===== src/rtl/isa_pkg.sv =====
// ----------------------------------------------------------------------------
// isa_pkg
// Shared definitions for the instruction fetch stage.
//   IF_WIDTH     default datapath / address width
//   IF_RESET_PC  default address of the first fetch after reset
//   IF_PC_STEP   default byte increment between sequential instructions
//   IF_NOP       encoding presented to decode whenever no instruction is valid
//   fetch_state_t  control states of the fetch sequencer
// ----------------------------------------------------------------------------
package isa_pkg;

   localparam int          IF_WIDTH    = 32;
   localparam logic [31:0] IF_RESET_PC = 32'h0000_0000;
   localparam logic [31:0] IF_PC_STEP  = 32'd4;
   localparam logic [31:0] IF_NOP      = 32'h0000_0000;

   typedef enum logic [1:0] {
      FETCH_BOOT     = 2'd0,
      FETCH_RUN      = 2'd1,
      FETCH_STALL    = 2'd2,
      FETCH_REDIRECT = 2'd3
   } fetch_state_t;

endpackage


===== src/rtl/fetch_skid_buffer.sv =====
// ----------------------------------------------------------------------------
// fetch_skid_buffer
// Single-entry holding register for an instruction that came back from memory
// while decode was stalled. Clear has priority over load.
// Ports:
//   clk, rst_n       clock and asynchronous active-low reset
//   load_i           capture instr_i / pc_i and mark the entry valid
//   clear_i          drop the entry
//   instr_i, pc_i    data to capture
//   instr_o, pc_o    stored entry
//   valid_o          entry holds a real instruction
// ----------------------------------------------------------------------------
module fetch_skid_buffer
   import isa_pkg::*;
#(
   parameter int WIDTH = IF_WIDTH
) (
   input  logic             clk,
   input  logic             rst_n,
   input  logic             load_i,
   input  logic             clear_i,
   input  logic [WIDTH-1:0] instr_i,
   input  logic [WIDTH-1:0] pc_i,
   output logic [WIDTH-1:0] instr_o,
   output logic [WIDTH-1:0] pc_o,
   output logic             valid_o
);

   logic [WIDTH-1:0] skid_instr_q;
   logic [WIDTH-1:0] skid_pc_q;
   logic             skid_vld_q;

   // Entry storage. A clear always wins so that a redirect arriving together
   // with a capture can never leave stale data behind.
   always_ff @(posedge clk or negedge rst_n) begin
      if (!rst_n) begin
         skid_instr_q <= '0;
         skid_pc_q    <= '0;
         skid_vld_q   <= 1'b0;
      end else if (clear_i) begin
         skid_vld_q   <= 1'b0;
      end else if (load_i) begin
         skid_instr_q <= instr_i;
         skid_pc_q    <= pc_i;
         skid_vld_q   <= 1'b1;
      end
   end

   assign instr_o = skid_instr_q;
   assign pc_o    = skid_pc_q;
   assign valid_o = skid_vld_q;

endmodule


===== src/rtl/instruction_fetch.sv =====
// ----------------------------------------------------------------------------
// instruction_fetch
// Front-end fetch stage: drives the instruction memory address, pairs the
// returned word with its address and hands it to decode. Handles decode
// back-pressure with a one-entry skid buffer and execute redirects with a
// fixed two-bubble penalty.
// Ports:
//   clk, rst_n        clock and asynchronous active-low reset
//   stall_i           decode cannot accept; hold outputs
//   branch_i          one-cycle redirect request
//   branch_target_i   redirect address
//   imem_addr_o       instruction memory address (next fetch, pc_q)
//   imem_rdata_i      memory data, one cycle after its address
//   instr_o, pc_o     instruction to decode and its address
//   valid_o           instr_o / pc_o hold a real instruction
// ----------------------------------------------------------------------------
module instruction_fetch
   import isa_pkg::*;
#(
   parameter int               WIDTH    = IF_WIDTH,
   parameter logic [WIDTH-1:0] RESET_PC = WIDTH'(IF_RESET_PC),
   parameter logic [WIDTH-1:0] PC_STEP  = WIDTH'(IF_PC_STEP)
) (
   input  logic             clk,
   input  logic             rst_n,
   input  logic             stall_i,
   input  logic             branch_i,
   input  logic [WIDTH-1:0] branch_target_i,
   output logic [WIDTH-1:0] imem_addr_o,
   input  logic [WIDTH-1:0] imem_rdata_i,
   output logic [WIDTH-1:0] instr_o,
   output logic [WIDTH-1:0] pc_o,
   output logic             valid_o
);

   localparam logic [WIDTH-1:0] NopWord = WIDTH'(IF_NOP);

   fetch_state_t     state_q, state_d;

   logic [WIDTH-1:0] pc_q, pc_d;
   logic [WIDTH-1:0] req_pc_q, req_pc_d;
   logic             req_vld_q, req_vld_d;

   logic [WIDTH-1:0] out_instr_q, out_instr_d;
   logic [WIDTH-1:0] out_pc_q, out_pc_d;
   logic             out_vld_q, out_vld_d;

   logic             skid_load;
   logic             skid_clear;
   logic [WIDTH-1:0] skid_instr;
   logic [WIDTH-1:0] skid_pc;
   logic             skid_vld;

   // Holds the word that was in flight when decode stalled, so that the
   // memory port can be left idle without losing that instruction.
   fetch_skid_buffer #(
      .WIDTH (WIDTH)
   ) u_skid (
      .clk     (clk),
      .rst_n   (rst_n),
      .load_i  (skid_load),
      .clear_i (skid_clear),
      .instr_i (imem_rdata_i),
      .pc_i    (req_pc_q),
      .instr_o (skid_instr),
      .pc_o    (skid_pc),
      .valid_o (skid_vld)
   );

   // State register. Reset always returns to BOOT so the first fetch is
   // re-issued from RESET_PC.
   always_ff @(posedge clk or negedge rst_n) begin
      if (!rst_n) begin
         state_q <= FETCH_BOOT;
      end else begin
         state_q <= state_d;
      end
   end

   // Next-state selection is the same from every state: a redirect beats a
   // stall, and otherwise the sequencer runs.
   always_comb begin
      state_d = FETCH_RUN;
      if (branch_i) begin
         state_d = FETCH_REDIRECT;
      end else if (stall_i) begin
         state_d = FETCH_STALL;
      end
   end

   // Per-state datapath updates. BOOT and REDIRECT issue the first fetch of a
   // new stream and present a bubble; RUN/STALL either advance the stream or
   // freeze it, parking the in-flight word in the skid buffer on a stall.
   always_comb begin
      pc_d        = pc_q;
      req_pc_d    = req_pc_q;
      req_vld_d   = req_vld_q;
      out_instr_d = out_instr_q;
      out_pc_d    = out_pc_q;
      out_vld_d   = out_vld_q;
      skid_load   = 1'b0;
      skid_clear  = 1'b0;

      if (branch_i) begin
         pc_d        = branch_target_i;
         req_vld_d   = 1'b0;
         skid_clear  = 1'b1;
         out_vld_d   = 1'b0;
         out_instr_d = NopWord;
      end else begin
         unique case (state_q)
            FETCH_BOOT: begin
               out_vld_d   = 1'b0;
               out_instr_d = NopWord;
               req_pc_d    = RESET_PC;
               req_vld_d   = 1'b1;
               pc_d        = RESET_PC + PC_STEP;
            end
            FETCH_REDIRECT: begin
               out_vld_d   = 1'b0;
               out_instr_d = NopWord;
               req_pc_d    = pc_q;
               req_vld_d   = 1'b1;
               pc_d        = pc_q + PC_STEP;
            end
            FETCH_RUN, FETCH_STALL: begin
               if (stall_i) begin
                  if (req_vld_q && !skid_vld) begin
                     skid_load = 1'b1;
                  end
                  req_vld_d = 1'b0;
               end else begin
                  if (skid_vld) begin
                     out_instr_d = skid_instr;
                     out_pc_d    = skid_pc;
                     out_vld_d   = 1'b1;
                  end else begin
                     out_instr_d = req_vld_q ? imem_rdata_i : NopWord;
                     out_pc_d    = req_pc_q;
                     out_vld_d   = req_vld_q;
                  end
                  skid_clear = 1'b1;
                  req_pc_d   = pc_q;
                  req_vld_d  = 1'b1;
                  pc_d       = pc_q + PC_STEP;
               end
            end
            default: begin
               out_vld_d   = 1'b0;
               out_instr_d = NopWord;
            end
         endcase
      end
   end

   // Fetch pointer, outstanding-request tracking and decode-facing outputs.
   // Reset drops everything in flight; pc_o clears to zero, not RESET_PC.
   always_ff @(posedge clk or negedge rst_n) begin
      if (!rst_n) begin
         pc_q        <= RESET_PC;
         req_pc_q    <= '0;
         req_vld_q   <= 1'b0;
         out_instr_q <= NopWord;
         out_pc_q    <= '0;
         out_vld_q   <= 1'b0;
      end else begin
         pc_q        <= pc_d;
         req_pc_q    <= req_pc_d;
         req_vld_q   <= req_vld_d;
         out_instr_q <= out_instr_d;
         out_pc_q    <= out_pc_d;
         out_vld_q   <= out_vld_d;
      end
   end

   assign imem_addr_o = pc_q;
   assign instr_o     = out_instr_q;
   assign pc_o        = out_pc_q;
   assign valid_o     = out_vld_q;

endmodule


===== config.mk =====
export PLATFORM = sky130hd
export DESIGN_NAME = instruction_fetch
export DESIGN_NICKNAME = d
export VERILOG_FILES = /design/src/rtl/isa_pkg.sv /design/src/rtl/fetch_skid_buffer.sv /design/src/rtl/instruction_fetch.sv
export SDC_FILE = /design/constraint.sdc
export NUM_CORES = 1
export LEC_CHECK = 0
export ABC_AREA = 1
export CORE_AREA = 2 2 140 142
export CTS_BUF_LIST = sky130_fd_sc_hd__clkbuf_16
export DETAILED_ROUTE_END_ITERATION = 8
export DIE_AREA = 0 0 142 144
export HOLD_SLACK_MARGIN = 0.06
export PLACE_DENSITY_LB_ADDON = 0.2
export SLEW_MARGIN = 20
export SYNTH_ARGS = -nofsm -noshare
export SYNTH_HDL_FRONTEND = slang
export SYNTH_SLANG_ARGS = --single-unit

===== constraint.sdc =====
create_clock -name clk -period 1.56 [get_ports clk]
set_input_delay 0.312 -clock clk [delete_from_list [all_inputs] [get_ports clk]]
set_output_delay 0.312 -clock clk [all_outputs]
set_load 0.02 [all_outputs]

==> results of run 1 <==
stage by stage:
step | setup TNS, ps | std cells
4_1_cts | -13.73 | 1514
2_1_floorplan | 0 | 1056
5_1_grt | -5018 | 1523
3_5_place_dp | -58560 | 1478
6_report | -5.130 | 1523
3_3_place_gp | -51000 | 1478
final cells by class:
cell class / instances / area, um^2 / area share, %
well taps: 238 / 297.8 / 2.451
flip-flops and latches: 197 / 4945 / 40.69
repair buffers: 254 / 2486 / 20.46
multi-input cells: 718 / 3511 / 28.89
inverters: 84 / 326.6 / 2.687
clock inverters: 15 / 160.2 / 1.318
clock buffers: 17 / 425.4 / 3.501
cells in the mapped netlist:
cell type	n	share of area [%]
nand2_1	347	15
dfrtp_1	197	56
nor2_1	93	4.0
inv_1	80	3.4
o21ai_0	72	4.1
a31oi_1	40	2.8
nand3_1	37	2.1
a22oi_1	34	2.9
a21oi_1	29	1.6
o22ai_1	27	1.9
clkbuf_1	25	1.1
o21ai_1	20	1.1
buf_2	19	1.1
buf_1	5	0.21
buf_4	4	0.34
buf_6	4	0.51
nor2_2	4	0.28
ha_1	3	0.43
o211ai_1	3	0.26
inv_2	2	0.085
nand4_1	2	0.14
and2_1	1	0.071
clkinv_1	1	0.043
clkinv_2	1	0.057
nand2_4	1	0.13
nor2_4	1	0.13
nor2_8	1	0.23
nor3_1	1	0.057
o21a_1	1	0.085
or2_1	1	0.071
registers in the layout, summed over array words and instances, names as in the netlist:
signal,cells
imem_addr_o,32
instr_o,32
pc_o,32
req_pc_q,32
req_vld_q,1
state_q,2
u_skid.instr_o,32
u_skid.pc_o,32
u_skid.valid_o,1
valid_o,1
power groups by stage:
stage | combinational [uW] | clock, uW | sequential (uW)
finish | 3470 | 4420 | 6870
global route | 3840 | 4720 | 7000
CTS | 3340 | 4510 | 6820
detailed placement | 3560 | 0 | 6920
global placement | 3470 | 0 | 6900
floorplan | 1420 | 0 | 7210
final timing paths:
path / start / endpoint / slack, ps / depth (start not counted)
max reg2reg: state_q[1]$_DFF_PN0_ / pc_o[5]$_DFFE_PN0P_ / -5 / 8
min in group asynchronous: rst_n / imem_addr_o[22]$_DFFE_PN0P_ / 350 / 2
min: branch_i / state_q[0]$_DFF_PN0_ / 310 / 3
max: state_q[1]$_DFF_PN0_ / pc_o[5]$_DFFE_PN0P_ / -5 / 8
min reg2reg: u_skid.instr_o[13]$_DFFE_PN0P_ / u_skid.instr_o[13]$_DFFE_PN0P_ / 480 / 2
max in group asynchronous: rst_n / req_pc_q[6]$_DFFE_PN0P_ / 630 / 3
cell families after synthesis:
logic type,after synthesis,share of synthesized area (%)
simple gates,489,21.95
compound gates,226,14.87
flops,197,55.95
buf+inv,141,6.802
fa+ha+maj,3,0.4261
timing repair:
action | CTS | global route
setup buffers | 2 | 5
gates cloned | 1 | 4
endpoints found under the hold margin | 27 | 0
pin swaps | 2 | 12
hold buffers | 1 | 0
resized for setup | 133 | 101
setup endpoints to repair | 115 | 164
metal layers:
metal	vias up	wire length [um]
met5	-	0
met4	0	857
met3	47	1092
met2	241	11910
met1	3869	11320
li1	3894	-
worst min-delay path, delay by kind of cell:
kind                   cells  cell delay [ps]
buffers and inverters      2              300
and+or+nand+nor            1               70
==> flow_metrics.tcl, run 1 <==
set metrics [dict create \
    outcome "complete, but fails checks" \
    violations "setup timing" \
    ys_seq_area_share_pct 55.95 \
    dp_slack_ps -408.8 \
    criticalPathCategory "reg2reg" \
    setup.worst_path.end_class "flop" \
    via_per_inst 5.286 \
    busiest_layer "met2" \
    slowest_delay_ps 370 \
    nFillCells 1627 \
    crit_path_top_delay_cell "dfrtp_1" \
    dp_hpwl_um 16680 \
    worst_setup_path_start_kind "flop" \
    pin_count 165 \
    finalPower_uw 14770 \
    cts-root-buf "clkbuf_16" \
    ir_drop_mv 0.8790 \
    gr-usage-met3_pct 3.841 \
    p_sw_uw 4636 \
    cap_violations 0 \
    coreArea_mm2 0.01908 \
    crit_required_ps 1900 \
    detail_route.wl_per_cell_um 16.53 \
    synthesis.nets 1127 \
    clock_path_buffers 2 \
    grt_util_all_layers_pct 24.24 \
    grt_pass1_vias 7655 \
    post-route-period-util_pct 100.3 \
    final_cell_mix "340 x nand2_1, 185 x dfrtp_1, 78 x inv_1" \
    synth-seq-cells 197 \
    tightestPinTransition_ps 363.9 \
    syn_inst 1056 \
    dpl_cell_area_mm2 0.01128 \
    synth_warnings 0 \
    arrival_ps 1910 \
    drc 0 \
    clock_sinks 197 \
    yosysUniqueCellTypes 30 \
    fin_skew_ps 10.25 \
    path_cells "inv_2 > ha_4 > inv_6 > nor2_4 > buf_6 > clkbuf_16 > nor2_4 > a31oi_1" \
    grt_max_degree 66 \
    grt_pass1_wl_um 38870 \
    seq_power_share_pct 46.5 \
    fin_ws_ps -5.130 \
    die_y_um 144 \
    worstPathMaxFanout 5 \
    fin_nets 1343 \
    avgSynthCellArea_um2 8.344 \
    fin_area_mm2 0.01215 \
    grt_util_met2_pct 38.55 \
    final_common_cell "nand2_1" \
    maxSlewViolCount 0 \
    antenna_cells 0 \
    rows 51 \
    met1_usage_pct 33.45 \
    clkPwrFrac_pct 30.0 \
    leakage_uw 0.005801 \
    dr.pass1.iters 5 \
    swShare_pct 31.39 \
    final-setup-viol-count 1 \
    hold_class "in2reg" \
    p_int_uw 10130 \
    synth_area_mm2 0.008811 \
    antenna_found_initial 0 \
    syn_to_final_growth_pct 37.92 \
    numCtsBuffers 17 \
    clkTransAtPathRegs_ps 70 \
    combPwrFrac_pct 23.5 \
    grt_overflow 0 \
    hold_viol 0 \
    start_util_pct 46.18 \
    fin_util_pct 63.69 \
    routed_wl_um 25180 \
    crit_family "buffers and inverters" \
    vias 8051 \
    slew_headroom_pct 75.74 \
    dieArea_mm2 0.02045 \
    fp.dieW_um 142 \
    numPortBuffers 164 \
    clk_latency_ps 430 \
    drt_iter0_drc 560 \
    clock.fmax_mhz 638.9 \
    layout-drive-gt1-share_pct 15.80 \
    powerDensity_mw_per_mm2 1215 \
    postRouteAntennaNets 0 \
    h-tree-depth 4 \
    rsz0062_at_grt "yes" \
    cp_num_buf_inv 4 \
    timing.hold.ws_ps 310.2 \
    gp_congestion 0.8980 \
    min_period_ps 1565 \
    path_common_cell "nor2_4" \
    cts_tree "built" \
]
No activity file was read; power rests on OpenSTA's default activity.
==> run 2, diff against run 1 <==
- CORE_AREA: 2 2 140 142 -> 2 2 136 138
- DIE_AREA: 0 0 142 144 -> 0 0 138 140
- GPL_ROUTABILITY_DRIVEN: default -> 0
- clock period: 1.56 -> 1.7 ns (I/O delays scaled with it)
==> run 2 against run 1 <==
Effect of this change:
- the flow still finishes with violations (setup timing)
- first-iteration DRC count up 5.7%
- global-route usage up 0.66 points
- clock-buffer cell count unchanged
- sequential share of layout area up 0.38 points
- largest power group unchanged
- final area down 1.2%
- wire length down 1.3%
==> flow_metrics.tcl, run 2 (synthesis gave the netlist of run 1 again) <==
set metrics [dict create \
    timing.hold.ws_ps 402.5 \
    nFillCells 1473 \
    min_period_ps 1728 \
    detail_route.wl_per_cell_um 16.59 \
    powerDensity_mw_per_mm2 1142 \
    syn_to_final_growth_pct 36.28 \
    hold_class "in2async" \
    setup.worst_path.end_class "flop" \
    grt_max_degree 66 \
    criticalPathCategory "reg2reg" \
    rsz0062_at_grt "yes" \
    cap_violations 0 \
    slowest_delay_ps 400 \
    clock_sinks 197 \
    fin_ws_ps -27.73 \
    clkTransAtPathRegs_ps 70 \
    r2r-end "u_skid.pc_o[13]$_DFFE_PN0P_" \
    h-tree-depth 4 \
    numPortBuffers 164 \
    fin_nets 1327 \
    final.setup.tns_ps -177.2 \
    drt_iter0_drc 592 \
    grt_pass1_vias 7651 \
    maxSlewViolCount 0 \
    worst_setup_path_start_kind "flop" \
    start_util_pct 49.56 \
    crit_family "buffers and inverters" \
    dp_hpwl_um 16340 \
    grt_pass1_wl_um 38900 \
    antenna_found_initial 0 \
    cp_num_buf_inv 6 \
    violations "setup timing" \
    rows 49 \
    crit_cells 11 \
    arrival_ps 2050 \
    multi_input_area_mm2 0.003451 \
    fin_skew_ps 8.664 \
    dpl.cell_count 1455 \
    area.sequential_mm2 0.004932 \
    layout-drive-gt1-share_pct 12.37 \
    tightestPinTransition_ps 425.0 \
    reg2regPathDepth 11 \
    routed_wl_um 24860 \
    grt_util_all_layers_pct 24.90 \
    dp_slack_ps -307.5 \
    vias 8028 \
    slew_headroom_pct 71.67 \
    worstPathMaxFanout 6 \
    crit_required_ps 2020 \
    via_per_inst 5.359 \
    path_cells "inv_2 > ha_4 > inv_4 > nor2_8 > inv_4 > nor2_4 > clkinv_4 > buf_12 > buf_12 > nand2_2 > o21ai_2" \
    antenna_cells 0 \
    pin_count 165 \
    reg2reg_from "state_q[1]$_DFF_PN0_" \
    final_cell_mix "329 x nand2_1, 195 x dfrtp_1, 96 x dlygate4sd2_1" \
    fp.dieW_um 138 \
    post-route-period-util_pct 101.6 \
    final-setup-viol-count 16 \
    grt_overflow 0 \
    postRouteAntennaNets 0 \
    hold_viol 0 \
    drc 0 \
    critPathLaunch "state_q[1]$_DFF_PN0_" \
    numCtsBuffers 17 \
    leakage_uw 0.005782 \
    cts_tree "built" \
    stdcell_count 1498 \
    coreArea_mm2 0.01778 \
    r2r_slack_ps -30 \
    cts-root-buf "clkbuf_16" \
    die_y_um 140 \
    clock_path_buffers 2 \
    dr.pass1.iters 5 \
    ir_drop_mv 0.8007 \
    clock.fmax_mhz 578.8 \
    final_common_cell "nand2_1" \
    dieArea_mm2 0.01932 \
    clk_latency_ps 430 \
    crit_path_top_delay_cell "dfrtp_1" \
    outcome "complete, but fails checks" \
]
## run 2: worst max path at each step
stage / to / slack (ps)
after global placement: req_pc_q[22]$_DFFE_PN0P_ / -270
after floorplan: u_skid.instr_o[10]$_DFFE_PN0P_ / 60
final: u_skid.pc_o[13]$_DFFE_PN0P_ / -30
after CTS: u_skid.pc_o[17]$_DFFE_PN0P_ / 6
after global routing: u_skid.pc_o[13]$_DFFE_PN0P_ / -110
after detailed placement: instr_o[14]$_DFFE_PN0P_ / -310
## run 2: per-stage QoR
stage	power (uW)	cell area, um^2	util [%]
floorplan	7912	8811	-
global placement	9448	11120	62.53
detailed placement	9545	11120	62.53
CTS	13580	11660	65.59
global route	14390	12010	67.54
finish	13710	12010	67.54
## run 2: report_power, final
part	internal, uW	total, uW	switching [uW]
logic	1310	3100	1790
registers	5630	6310	679
clock network	2470	4300	1830
## run 2: timing repair
action	in CTS	in global routing
hold buffers	1	0
endpoints found under the hold margin	39	0
gates resized for setup	104	61
pin swaps	0	5
setup endpoints to repair	154	139
buffers inserted	1	4
gates cloned	0	6
## run 2: cell type report
cell class | instances | share of cell area, %
clock buffers | 17 | 3.543
clock inverters | 15 | 1.678
inverters | 84 | 2.720
multi-input cells | 718 | 28.74
flip-flops and latches | 197 | 41.08
well taps | 229 | 2.386
repair buffers | 238 | 19.86
## run 2: layer usage
layer / track usage [%] / up-vias / wire [um]
met5: 0 / - / 0
met4: 9.613 / 0 / 656
met3: 3.966 / 46 / 1377
met2: 40.07 / 282 / 12120
met1: 34.31 / 3847 / 10700
li1: - / 3853 / -
